[config.mk]
export PLATFORM = sky130hd
export DESIGN_NAME = mem_bus_arbiter
export DESIGN_NICKNAME = d
export VERILOG_FILES = /design/src/rtl/mem_bus_arbiter.sv
export SDC_FILE = /design/constraint.sdc
export NUM_CORES = 1
export LEC_CHECK = 0
export ABC_AREA = 1
export CAP_MARGIN = 40
export CELL_PAD_IN_SITES_DETAIL_PLACEMENT = 1
export CELL_PAD_IN_SITES_GLOBAL_PLACEMENT = 1
export CORE_AREA = 3 3 90 177
export CTS_BUF_LIST = sky130_fd_sc_hd__clkbuf_2
export CTS_CLUSTER_DIAMETER = 100
export DETAILED_ROUTE_END_ITERATION = 8
export DIE_AREA = 0 0 93 180
export DONT_BUFFER_PORTS = 1
export PLACE_DENSITY = 0.77
export SYNTH_ARGS = -nofsm -noshare
export SYNTH_HDL_FRONTEND = slang
export SYNTH_SLANG_ARGS = --single-unit
[constraint.sdc]
create_clock -name clk -period 1.7 [get_ports clk]
set_input_delay 0.34 -clock clk [delete_from_list [all_inputs] [get_ports clk]]
set_output_delay 0.34 -clock clk [all_outputs]
set_load 0.02 [all_outputs]
[src/rtl/mem_bus_arbiter.sv]
// Two-master arbiter and sequencer for the shared data-memory / MIO port.
// Master 0 is the CPU memory interface, master 1 a secondary requester.
// Each transfer: one IDLE arbitration cycle, LAT ACCESS cycles, one DONE cycle
// carrying the completion pulse back to the granted master.
module mem_bus_arbiter #(
    parameter int AW  = 32,
    parameter int DW  = 32,
    parameter int LAT = 2   // access cycles per transfer, 1..15
) (
    input  logic          clk,
    input  logic          reset,
    input  logic          m0_req,
    input  logic          m0_we,
    input  logic [AW-1:0] m0_addr,
    input  logic [DW-1:0] m0_wdata,
    output logic          m0_rdy,
    output logic [DW-1:0] m0_rdata,
    input  logic          m1_req,
    input  logic          m1_we,
    input  logic [AW-1:0] m1_addr,
    input  logic [DW-1:0] m1_wdata,
    output logic          m1_rdy,
    output logic [DW-1:0] m1_rdata,
    output logic          mem_en,
    output logic          mem_we,
    output logic [AW-1:0] mem_addr,
    output logic [DW-1:0] mem_wdata,
    input  logic [DW-1:0] mem_rdata,
    output logic          busy,
    output logic          grant
);

    typedef enum logic [1:0] {
        IDLE,
        ACCESS,
        DONE
    } state_t;

    localparam logic [3:0] LAT_M1 = 4'(LAT - 1);

    state_t     state;
    logic [3:0] count;
    logic       last_grant;
    logic       any_req;
    logic       winner;

    // Arbitration: a lone requester wins; on a tie the master that was not
    // served last wins, so continuous contention alternates 0,1,0,1.
    always_comb begin
        any_req = m0_req | m1_req;
        winner  = 1'b0;
        if (m0_req && m1_req) begin
            winner = ~last_grant;
        end else if (m1_req) begin
            winner = 1'b1;
        end
    end

    // Transfer sequencer: latch the winner's request, hold the port for LAT
    // cycles, capture read data on the last one, then pulse rdy for one cycle.
    always_ff @(posedge clk) begin
        if (reset) begin
            state      <= IDLE;
            count      <= '0;
            last_grant <= 1'b1;
            grant      <= 1'b0;
            busy       <= 1'b0;
            mem_en     <= 1'b0;
            mem_we     <= 1'b0;
            mem_addr   <= '0;
            mem_wdata  <= '0;
            m0_rdy     <= 1'b0;
            m1_rdy     <= 1'b0;
            m0_rdata   <= '0;
            m1_rdata   <= '0;
        end else begin
            m0_rdy <= 1'b0;
            m1_rdy <= 1'b0;
            case (state)
                IDLE: begin
                    if (any_req) begin
                        grant      <= winner;
                        last_grant <= winner;
                        busy       <= 1'b1;
                        mem_en     <= 1'b1;
                        mem_we     <= winner ? m1_we : m0_we;
                        mem_addr   <= winner ? m1_addr : m0_addr;
                        mem_wdata  <= winner ? m1_wdata : m0_wdata;
                        count      <= LAT_M1;
                        state      <= ACCESS;
                    end
                end
                ACCESS: begin
                    if (count == '0) begin
                        // mem_we still holds the transfer direction here
                        if (!mem_we) begin
                            if (grant) m1_rdata <= mem_rdata;
                            else       m0_rdata <= mem_rdata;
                        end
                        if (grant) m1_rdy <= 1'b1;
                        else       m0_rdy <= 1'b1;
                        mem_en <= 1'b0;
                        mem_we <= 1'b0;
                        state  <= DONE;
                    end else begin
                        count <= count - 4'd1;
                    end
                end
                DONE: begin
                    busy  <= 1'b0;
                    state <= IDLE;
                end
                default: begin
                    state <= IDLE;
                end
            endcase
        end
    end

endmodule

==> qor.tcl, run 1 <==
set qor(failed_checks) {setup timing}
set qor(worstHoldPathType) {in -> reg}
set qor(max_freq_ghz) 0.583
set qor(synth.cell_area_um2) 6390
set qor(critical_path.max_fanout) 13
set qor(drv_cap) 0
set qor(detailedPlacementHpwl_mm) 13.4
set qor(setup_viol) 1
set qor(grt_antenna_before_repair) 4
set qor(drv_slew) 0
set qor(worstReg2RegEnd) {mem_addr[1]}
set qor(drt-pass1-iter-count) 7
set qor(power_density_nw_per_um2) 1060
set qor(synthesis.area_per_instance_um2) 6.67
set qor(synth.net_count) 1126
set qor(tritoncts) {done}
set qor(path_class) {reg -> reg}
set qor(postLayoutCoreUtil_pct) 58.4
set qor(unrepaired_setup_endpoints_after_global_routing) {yes}
set qor(flop_and_latch_count_out_of_synthesis) 141
set qor(iteration_0_drc_markers) 299
set qor(worst_slew_margin_rel_pct) 68.7
set qor(yosysUniqueCellTypes) 23
set qor(post_synthesis_cells) 958
set qor(via_per_inst) 5.54
set qor(post-route-min-period_ns) 1.71
set qor(detailedPlace.worstSlack_ns) 0.0967
set qor(wl_mm) 27.8
set qor(portBuffers) 0
set qor(fin_worst_skew_ns) 0.0431
set qor(grt_max_degree) 76
set qor(area_growth_pct) 35.3
set qor(floorplan.core_area_um2) 14800
set qor(slew_at_the_pin_closest_to_its_max_slew_limit_ns) 0.470
set qor(cts_htree_levels) 4
set qor(gp_routability_congestion) 0.792
set qor(start_point_of_the_critical_path) {last_grant}
set qor(clk_transition_reported_paths_ns) 0.24
set qor(total_die_area_um2) 16700
set qor(critPathArrivalTime_ns) 2.39
set qor(boundaryPins) 300
set qor(yosysWarningCount) 0
set qor(post-route-drc-count) 0
set qor(groute.usage.overall_pct) 32.1
set qor(worst_slack_ns) -0.0146
set qor(synth-seq-area-share_pct) 44.1
set qor(critPathRequiredTime_ns) 2.38
set qor(critical_path.reg2reg.startpoint) {last_grant}
set qor(routed-via-count) 7278
set qor(insertion_delay_ns) 0.73
set qor(cts_made_buffers) 17
set qor(horiz_die_dim_um) 93
set qor(finalHoldWorstSlack_ns) 0.128
set qor(critical_path.endpoint_type) {flop}
set qor(critical_path.startpoint_type) {flop}
set qor(floorplan.initialDensity_pct) 43.1
set qor(layout_cells_sized_above_1_pct) 8.44
set qor(clock_tree.root_cell) {clkbuf_2}
set qor(ctsLongestPathBuffers) 2
set qor(first_global_vias) 7978
set qor(ff2ff_setup_slack_ns) -0.01
set qor(hold_viol) 0
set qor(timing.critical_path.to) {mem_addr[1]}
set qor(cellLeakagePower_uw) 0.00384
set qor(min_delay_path_depth) 5
set qor(globalRouteOverflowTotal) 0
set qor(std_cell_rows) 63
set qor(worst-r2r-cell-count) 7
set qor(wire_length_of_the_first_global_routing_pass_mm) 41.9
set qor(outcome) {finished, violations left}
set qor(fillerInstances) 1896
set qor(routed_wire_length_per_instance_um) 21.1
set qor(nNetsFinal) 1269
set qor(numClockSinks) 141
set qor(antenna_violating_nets_post_route) 0
set qor(final.period_utilization_pct) 101
set qor(power.ir.vdd_worst_v) 0.000462
set qor(fp.dieH_um) 180
## registers in the layout, indices dropped and copies added, names as in the netlist, 2 cells and up
| name | count |
|---|---|
| count | 4 |
| mem_addr | 32 |
| m0_rdata | 32 |
| state | 2 |
| mem_wdata | 32 |
| m1_rdata | 32 |
## cells in the mapped netlist, drive strengths merged
cell    count  area share [%]
inv        47             2.8
buf        52             5.5
ha          2            0.39
o21ai       3            0.23
clkbuf     18             1.1
nor3        2            0.16
nand3     138              11
nand2     338              20
nand3b      1            0.12
nor2      144             9.1
nand4       1           0.098
a21oi      71             5.6
dfxtp     141              44
## cell usage in the layout, fill, tap and decap left out, types with 2 or more instances in the layout
master,n
dlygate4sd3_1,168
clkinv_2,2
o21ai_0,2
nand2_1,335
nor2_2,4
bufinv_16,5
diode_2,4
buf_4,13
clkbuf_2,17
nor2_1,135
clkinv_1,2
buf_16,2
inv_1,41
inv_2,6
clkbuf_16,2
clkinv_4,3
nand3_1,137
buf_12,8
dfxtp_1,124
nand2_2,2
nor2_4,4
a21oi_1,71
inv_6,2
nor3_1,2
dfxtp_2,16
## worst min-delay path by stage
stage	start	slack [ns]	endpoint
final	m1_req	0.13	mem_wdata[19]
after global routing	m1_req	0.07	mem_wdata[19]
after CTS	m1_req	0.009	mem_wdata[24]
after detailed placement	reset	0.43	mem_we
after global placement	reset	0.43	mem_en
after floorplan	last_grant	0.44	last_grant
## logic make-up after synthesis
group / after synthesis / synth area share (%)
AOI/OAI and AO/OA: 74 / 5.79
adders and majority gates: 2 / 0.391
buffers and inverters: 117 / 9.28
DFF: 141 / 44.1
and+or+nand+nor: 624 / 40.4
## cell type report
| class | instances | area [µm²] | area share [%] |
|---|---|---|---|
| well taps | 195 | 244 | 2.82 |
| clock inverters | 15 | 219 | 2.53 |
| multi-input cells | 700 | 3010 | 34.8 |
| inverters | 47 | 176 | 2.04 |
| repair buffers | 194 | 2060 | 23.8 |
| diodes | 4 | 10.0 | 0.116 |
| clock buffers | 17 | 85.1 | 0.984 |
| flip-flops and latches | 141 | 2850 | 32.9 |
## through the flow
step | total power (µW) | cell area (µm²) | TNS, ns | std cells
2_1_floorplan | 5760 | 6390 | 0 | 958
3_3_place_gp | 6130 | 6470 | 0 | 1100
5_1_grt | 9640 | 8650 | -0.0766 | 1313
3_5_place_dp | 6180 | 6470 | 0 | 1100
4_1_cts | 9000 | 8520 | 0 | 1302
6_report | 9210 | 8650 | -0.0146 | 1313
## metal layers
metal  wire [µm]  global-route usage (%)  part of all wire (%)
met1        8810                    29.7                    32
met2       14700                    56.8                    53
met3        2260                    10.9                   8.1
met4        1960                    22.9                   7.1
met5           0                       0                     0
## where the power goes
part / internal [µW] / total, µW / switching, µW / leakage (µW)
combinational: 915 / 2330 / 1420 / 0.00251
sequential: 3690 / 4420 / 737 / 0.00116
clock: 1120 / 2450 / 1340 / 0.000174
total: 5720 / 9210 / 3490 / 0.00384
## critical path: stages, from the launching register on
cell,delay (ns)
dfxtp_2,0.38
nand2_4,0.13
buf_12,0.17
nand3_1,0.10
dlygate4sd3_1,0.60
nand2_1,0.09
nand2_1,0.07
a21oi_1,0.14
## repair_timing
item,CTS,global route
buffers inserted,0,5
endpoints found under the setup margin,2,56
endpoints found under the hold margin,141,0
pin swaps,0,2
hold buffers,170,0
cloned,0,2
resized for setup,4,19
Note: power is estimated with default switching activity, not from simulation.
==> run 2: changes to the inputs <==
- CORE_AREA: 3 3 90 177 -> 3 3 94 185
- DIE_AREA: 0 0 93 180 -> 0 0 97 188
- PLACE_DENSITY: 0.77 -> 0.74
- clock period: 1.7 -> 1.5 ns (I/O delays scaled with it)
==> run 2 against run 1 <==
Against the previous run: the flow finishes with violations (hold timing); worst setup slack improved by 0.034 ns; via count fell by 1.5%; die area rose by 8.9%; non-clock buffer count rose by 7; combinational power rose by 23%; hold slack got worse by 0.30 ns; largest cell class is now sequential cells; largest power group unchanged.
==> qor.tcl, run 2 (synthesized netlist as in run 1, its figures left out) <==
set qor(floorplan.core_area_um2) 16300 ;# +9.8%
set qor(setup_viol) 0 ;# -1
set qor(fillerInstances) 2000 ;# +5.5%
set qor(timing.setup.tns_ns) 0 ;# +0.0146 ns
set qor(power_frac_comb_pct) 27.9 ;# +2.6 points
set qor(max_freq_ghz) 0.676
set qor(critical_path.endpoint_type) {output port}
set qor(critPathArrivalTime_ns) 1.18 ;# -1.21 ns
set qor(routed-via-count) 7168 ;# -1.5%
set qor(cts_htree_levels) 4 ;# unchanged
set qor(crit_slowest_cell) {dfxtp_4}
set qor(gp_routability_congestion) 0.771 ;# -2.7%
set qor(drt-pass1-iter-count) 5 ;# -2
set qor(drv_slew) 0 ;# unchanged
set qor(nNetsFinal) 1276 ;# +0.55%
set qor(grt_antenna_before_repair) 4 ;# unchanged
set qor(first_global_vias) 7858 ;# -1.5%
set qor(floorplan.initialDensity_pct) 39.3 ;# -3.8 points
set qor(crit_family) {flip-flops}
set qor(drv_cap) 0 ;# unchanged
set qor(tritoncts) {done}
set qor(insertion_delay_ns) 0.69 ;# -0.04 ns
set qor(failed_checks) {hold timing}
set qor(fin_worst_skew_ns) 0.0460 ;# +0.00299 ns
set qor(slowest_delay_ns) 0.39 ;# -0.21 ns
set qor(most-common-layout-cells) {nand2_1, dlygate4sd3_1, nand3_1, nor2_1, dfxtp_4}
set qor(horiz_die_dim_um) 97 ;# +4.3%
set qor(instances_no_fill) 1329 ;# +1.2%
set qor(numPlacedInstances) 1114 ;# +1.3%
set qor(series_of_cell_instances_along_the_critical_path) {buf_6}
set qor(post-route-drc-count) 0 ;# unchanged
set qor(power_uw) 10300 ;# +11%
set qor(cts_made_buffers) 17 ;# unchanged
set qor(multiInputGateArea_um2) 3030 ;# +0.42%
set qor(postLayoutCoreUtil_pct) 56.6 ;# -1.8 points
set qor(finalHoldWorstSlack_ns) -0.176 ;# -0.304 ns
set qor(switching_share_pct) 37.8 ;# -0.17 points
set qor(clk_transition_reported_paths_ns) 0.19 ;# -0.05 ns
set qor(std_cell_rows) 66 ;# +4.8%
set qor(power.sequential.fraction_pct) 49.2 ;# +1.2 points
set qor(outcome) {finished, violations left}
set qor(wire_length_of_the_first_global_routing_pass_mm) 40.5 ;# -3.3%
set qor(numClockSinks) 141 ;# unchanged
set qor(cellLeakagePower_uw) 0.00397 ;# +3.3%
set qor(routed_wire_length_per_instance_um) 20.5 ;# -2.8%
set qor(iteration_0_drc_markers) 287 ;# -4.0%
set qor(switchingPower_uw) 3870 ;# +11%
set qor(hold_viol) 69 ;# +69
set qor(unrepaired_setup_endpoints_after_global_routing) {yes}
set qor(grt_max_degree) 76 ;# unchanged
set qor(cp_num_buf_inv) 1 ;# -1
set qor(clock_tree.root_cell) {clkbuf_2}
set qor(power_report.internal_total_uw) 6380 ;# +12%
set qor(path_class) {reg -> out}
set qor(final.period_utilization_pct) 98.7
set qor(worstHoldPathType) {in -> reg}
set qor(layout_commonest_cell) {nand2_1}
set qor(critical_path.startpoint_type) {flop}
set qor(power.ir.vdd_worst_v) 0.000548 ;# +19%
set qor(worst_slew_margin_rel_pct) 71.4 ;# +2.7 points
set qor(power_density_nw_per_um2) 1110 ;# +4.7%
set qor(storage_cell_area_um2) 3310 ;# +16%
set qor(slew_at_the_pin_closest_to_its_max_slew_limit_ns) 0.429 ;# -0.0411 ns
set qor(post-route-min-period_ns) 1.48
set qor(total_die_area_um2) 18200 ;# +8.9%
set qor(via_per_inst) 5.39 ;# -2.7%
set qor(boundaryPins) 300 ;# unchanged
set qor(globalRouteOverflowTotal) 0 ;# unchanged
set qor(ctsLongestPathBuffers) 2 ;# unchanged
set qor(wl_mm) 27.3 ;# -1.6%
set qor(groute.usage.overall_pct) 27.4 ;# -4.6 points
set qor(clock_power_share_pct) 23.0 ;# -3.6 points
set qor(critPathRequiredTime_ns) 1.20 ;# -1.18 ns
set qor(critical_path.max_fanout) 2 ;# -11
set qor(antenna_violating_nets_post_route) 0 ;# unchanged
set qor(portBuffers) 0 ;# unchanged
set qor(fp.dieH_um) 188 ;# +4.4%
set qor(layout_cells_sized_above_1_pct) 20.1 ;# +12 points
set qor(area_growth_pct) 44.0
set qor(detailedPlacementHpwl_mm) 14.1 ;# +5.3%
run 2: cell types whose count changed in the layout (fill, tap and decap cells not counted), sizes merged:
cell	change
buf	+9
bufinv	-2
clkbuf	+7
clkinv	-2
clkinvlp	+2
dlygate4sd3	-5
inv	-2
run 2: power by group through the flow:
stage          combinational, µW  clock [µW]  sequential [µW]
2_1_floorplan               1620           0             4910
3_3_place_gp                1980           0             5050
3_5_place_dp                2040           0             5060
4_1_cts                     2440        2450             5030
5_1_grt                     3140        2620             5090
6_report                    2860        2350             5040
run 2: worst paths after layout:
check	startpoint	to	slack, ns	cells after the start
worst max-delay path	grant	grant	0.02	1
worst min-delay path	m1_req	grant	-0.18	2
worst max register to register	grant	m1_rdata[12]	0.04	7
worst min register to register	count[0]	count[0]	0.51	2
run 2: metrics by stage:
stage          area, µm²  setup slack (ns)
2_1_floorplan       6390             0.146
3_3_place_gp        6550             0.116
3_5_place_dp        6550            0.0586
4_1_cts             8930           -0.0888
5_1_grt             9210           -0.0925
6_report            9210            0.0199
run 2: layer usage:
layer	track usage [%]	wire length [µm]
met1	25.9	8980
met3	7.56	1910
met4	17.4	1720
met2	51.1	14700
met5	0	0
run 2: cell type report:
type / instances / share of cell area [%]
multi-input combinational: 700 / 32.9
clock buffer: 21 / 1.14
inverter: 47 / 1.94
sequential: 141 / 36.0
clock inverter: 11 / 1.56
tap: 204 / 2.77
timing repair buffer: 201 / 23.6
antenna: 4 / 0.109
run 2: timing repair:
item / 4_1_cts / 5_1_grt
resized for setup: 252 / 20
hold buffers: 163 / 1
setup endpoints to repair: 134 / 146
endpoints found under the hold margin: 141 / 70
buffers inserted: 2 / 7
pin swaps: 0 / 3
gates cloned: 0 / 6
==> run 3: changes to the inputs <==
- RECOVER_POWER: unset -> 25
==> run 3 against run 2 <==
Against the previous run: the flow finishes with violations (hold timing, setup timing); clock-buffer cell count unchanged; flip-flop and latch count unchanged; largest cell class unchanged; hold slack improved by 0.0035 ns; largest power group unchanged; total power decreased by 0.40%; non-clock buffer count unchanged; clock skew increased by 0.0027 ns; core utilization decreased by 0.28 points; critical endpoint is now m1_rdata[3]; cell count unchanged; routed wire length about the same.
==> qor.tcl, run 3 (synthesized netlist as in run 1, its figures left out) <==
set qor(finalHoldWorstSlack_ns) -0.173 ;# +0.00353 ns
set qor(global_route.usage.met2_pct) 51.1 ;# unchanged
set qor(power_report.internal_total_uw) 6350 ;# -0.48%
set qor(slew_at_the_pin_closest_to_its_max_slew_limit_ns) 0.502 ;# +0.0732 ns
set qor(floorplan.core_area_um2) 16300 ;# unchanged
set qor(power.sequential.fraction_pct) 49.3 ;# about the same
set qor(worst_slack_ns) -0.0172 ;# -0.0371 ns
set qor(cts_htree_levels) 4 ;# unchanged
set qor(start_point_of_the_critical_path) {count[1]}
set qor(grt_antenna_before_repair) 4 ;# unchanged
set qor(most-common-layout-cells) {nand2_1, dlygate4sd3_1, nand3_1, nor2_1, dfxtp_4}
set qor(globalRouteOverflowTotal) 0 ;# unchanged
set qor(cellLeakagePower_uw) 0.00396 ;# -0.21%
set qor(nNetsFinal) 1276 ;# unchanged
set qor(switching_share_pct) 37.8 ;# +0.048 points
set qor(insertion_delay_ns) 0.69 ;# about the same
set qor(final.period_utilization_pct) 101 ;# +2.5 points
set qor(critical_path.startpoint_type) {flop}
set qor(portBuffers) 0 ;# unchanged
set qor(gr-usage-met3_pct) 7.56 ;# unchanged
set qor(std_cell_rows) 66 ;# unchanged
set qor(clk_transition_reported_paths_ns) 0.21 ;# +0.02 ns
set qor(worst_slew_margin_rel_pct) 66.5 ;# -4.9 points
set qor(unrepaired_setup_endpoints_after_global_routing) {yes}
set qor(drv_cap) 0 ;# unchanged
set qor(critical_path.endpoint_type) {flop}
set qor(clock_power_share_pct) 23.1 ;# about the same
set qor(power.ir.vdd_worst_v) 0.000549 ;# about the same
set qor(post-route-min-period_ns) 1.52 ;# +0.0371 ns
set qor(multiInputGateArea_um2) 3000 ;# -0.99%
set qor(layout_commonest_cell) {nand2_1}
set qor(total_die_area_um2) 18200 ;# unchanged
set qor(worstHoldPathType) {in -> reg}
set qor(fp.dieH_um) 188 ;# unchanged
set qor(setup_viol) 3 ;# +3
set qor(drv_slew) 0 ;# unchanged
set qor(grt_max_degree) 76 ;# unchanged
set qor(critical_path.reg2reg.startpoint) {count[1]}
set qor(ctsLongestPathBuffers) 2 ;# unchanged
set qor(finalInstanceArea_um2) 9160 ;# -0.49%
set qor(outcome) {finished, violations left}
set qor(fin_worst_skew_ns) 0.0488 ;# +0.00270 ns
set qor(post-route-drc-count) 0 ;# unchanged
set qor(floorplan.initialDensity_pct) 39.3 ;# unchanged
set qor(fillerInstances) 2004 ;# +0.20%
set qor(postLayoutCoreUtil_pct) 56.3 ;# -0.28 points
set qor(area_growth_pct) 43.3
set qor(cts_made_buffers) 17 ;# unchanged
set qor(use_met1_pct) 25.9 ;# unchanged
set qor(numClockSinks) 141 ;# unchanged
set qor(critical_path.max_fanout) 9 ;# +7
set qor(wl_mm) 27.3 ;# about the same
set qor(power_frac_comb_pct) 27.6 ;# -0.3 points
set qor(launch_instance_of_the_worst_min_delay_path) {m1_req}
set qor(critPathRequiredTime_ns) 2.10 ;# +0.90 ns
set qor(power_density_nw_per_um2) 1120 ;# about the same
set qor(routed-via-count) 7182 ;# +0.20%
set qor(failed_checks) {hold timing, setup timing}
set qor(groute.usage.overall_pct) 27.4 ;# unchanged
set qor(layout_cells_sized_above_1_pct) 19.7 ;# -0.36 points
set qor(path_class) {reg -> reg}
set qor(drt-pass1-iter-count) 4 ;# -1
set qor(iteration_0_drc_markers) 313 ;# +9.1%
set qor(wire_length_of_the_first_global_routing_pass_mm) 40.5 ;# unchanged
set qor(top_usage_layer) {met2}
set qor(routed_wire_length_per_instance_um) 20.5 ;# about the same
set qor(critPathArrivalTime_ns) 2.12 ;# +0.94 ns
set qor(boundaryPins) 300 ;# unchanged
set qor(max_freq_ghz) 0.659 ;# -2.4%
set qor(dpl-instance-area_um2) 6550 ;# unchanged
set qor(horiz_die_dim_um) 97 ;# unchanged
set qor(switchingPower_uw) 3860 ;# -0.28%
set qor(tritoncts) {done}
set qor(detailedPlacementHpwl_mm) 14.1 ;# unchanged
set qor(clock_tree.root_cell) {clkbuf_2}
set qor(antenna_violating_nets_post_route) 0 ;# unchanged
set qor(via_per_inst) 5.40 ;# +0.20%
set qor(hold_viol) 67 ;# -2.9%
set qor(first_global_vias) 7858 ;# unchanged
set qor(storage_cell_area_um2) 3310 ;# -0.11%
set qor(gp_routability_congestion) 0.771 ;# unchanged
## run 3: power groups by stage
stage / clock (µW) / sequential [µW] / combinational [µW]
2_1_floorplan: 0 / 4910 / 1620
3_3_place_gp: 0 / 5050 / 1980
3_5_place_dp: 0 / 5060 / 2040
4_1_cts: 2450 / 5030 / 2440
5_1_grt: 2620 / 5090 / 3100
6_report: 2360 / 5040 / 2820
## run 3: timing repair
item,CTS,global route
setup buffers,2,7
setup endpoints to repair,134,146
pin swaps,0,3
endpoints found under the hold margin,141,70
cloned,0,6
gates resized for setup,252,20
hold buffers,163,1
## run 3: final cells by class
cell class | instances | area share, %
Multi-Input combinational cell | 700 | 32.7
Inverter | 47 | 1.95
Antenna cell | 4 | 0.109
Clock buffer | 21 | 1.15
Tap cell | 204 | 2.79
Sequential cell | 141 | 36.1
Timing Repair Buffer | 201 | 23.6
Clock inverter | 11 | 1.57
## run 3: path summary, 6_finish.rpt
kind | to | slack [ns] | depth (start not counted)
setup / recovery | m1_rdata[3] | -0.02 | 9
setup reg to reg | m1_rdata[3] | -0.02 | 9
hold / removal | grant | -0.17 | 2
hold reg to reg | count[0] | 0.51 | 2
## run 3: metal layers
layer	vias to the layer above	part of all wire, %
met2	364	54
met5	-	0
met1	3388	33
met3	123	6.7
li1	3307	-
met4	0	6.4
## run 3: stage by stage
step | worst slack, ns | hold WS (ns) | setup TNS, ns | power, µW | instances
finish | -0.0172 | -0.173 | -0.0296 | 10200 | 1329
global placement | 0.116 | 0.386 | 0 | 7030 | 1114
CTS | -0.0888 | -0.301 | -0.879 | 9920 | 1311
floorplan | 0.146 | 0.442 | 0 | 6530 | 958
detailed placement | 0.0586 | 0.388 | 0 | 7090 | 1114
global route | -0.104 | -0.251 | -4.71 | 10800 | 1329
## run 3: critical path, stage by stage (launching register included)
cell       delay (ns)
dfxtp_1          0.36
inv_1            0.08
ha_1             0.25
nand2_4          0.10
nor2_8           0.10
buf_4            0.17
clkbuf_16        0.17
nand3_1          0.10
nand2_1          0.09
nor2_1           0.04
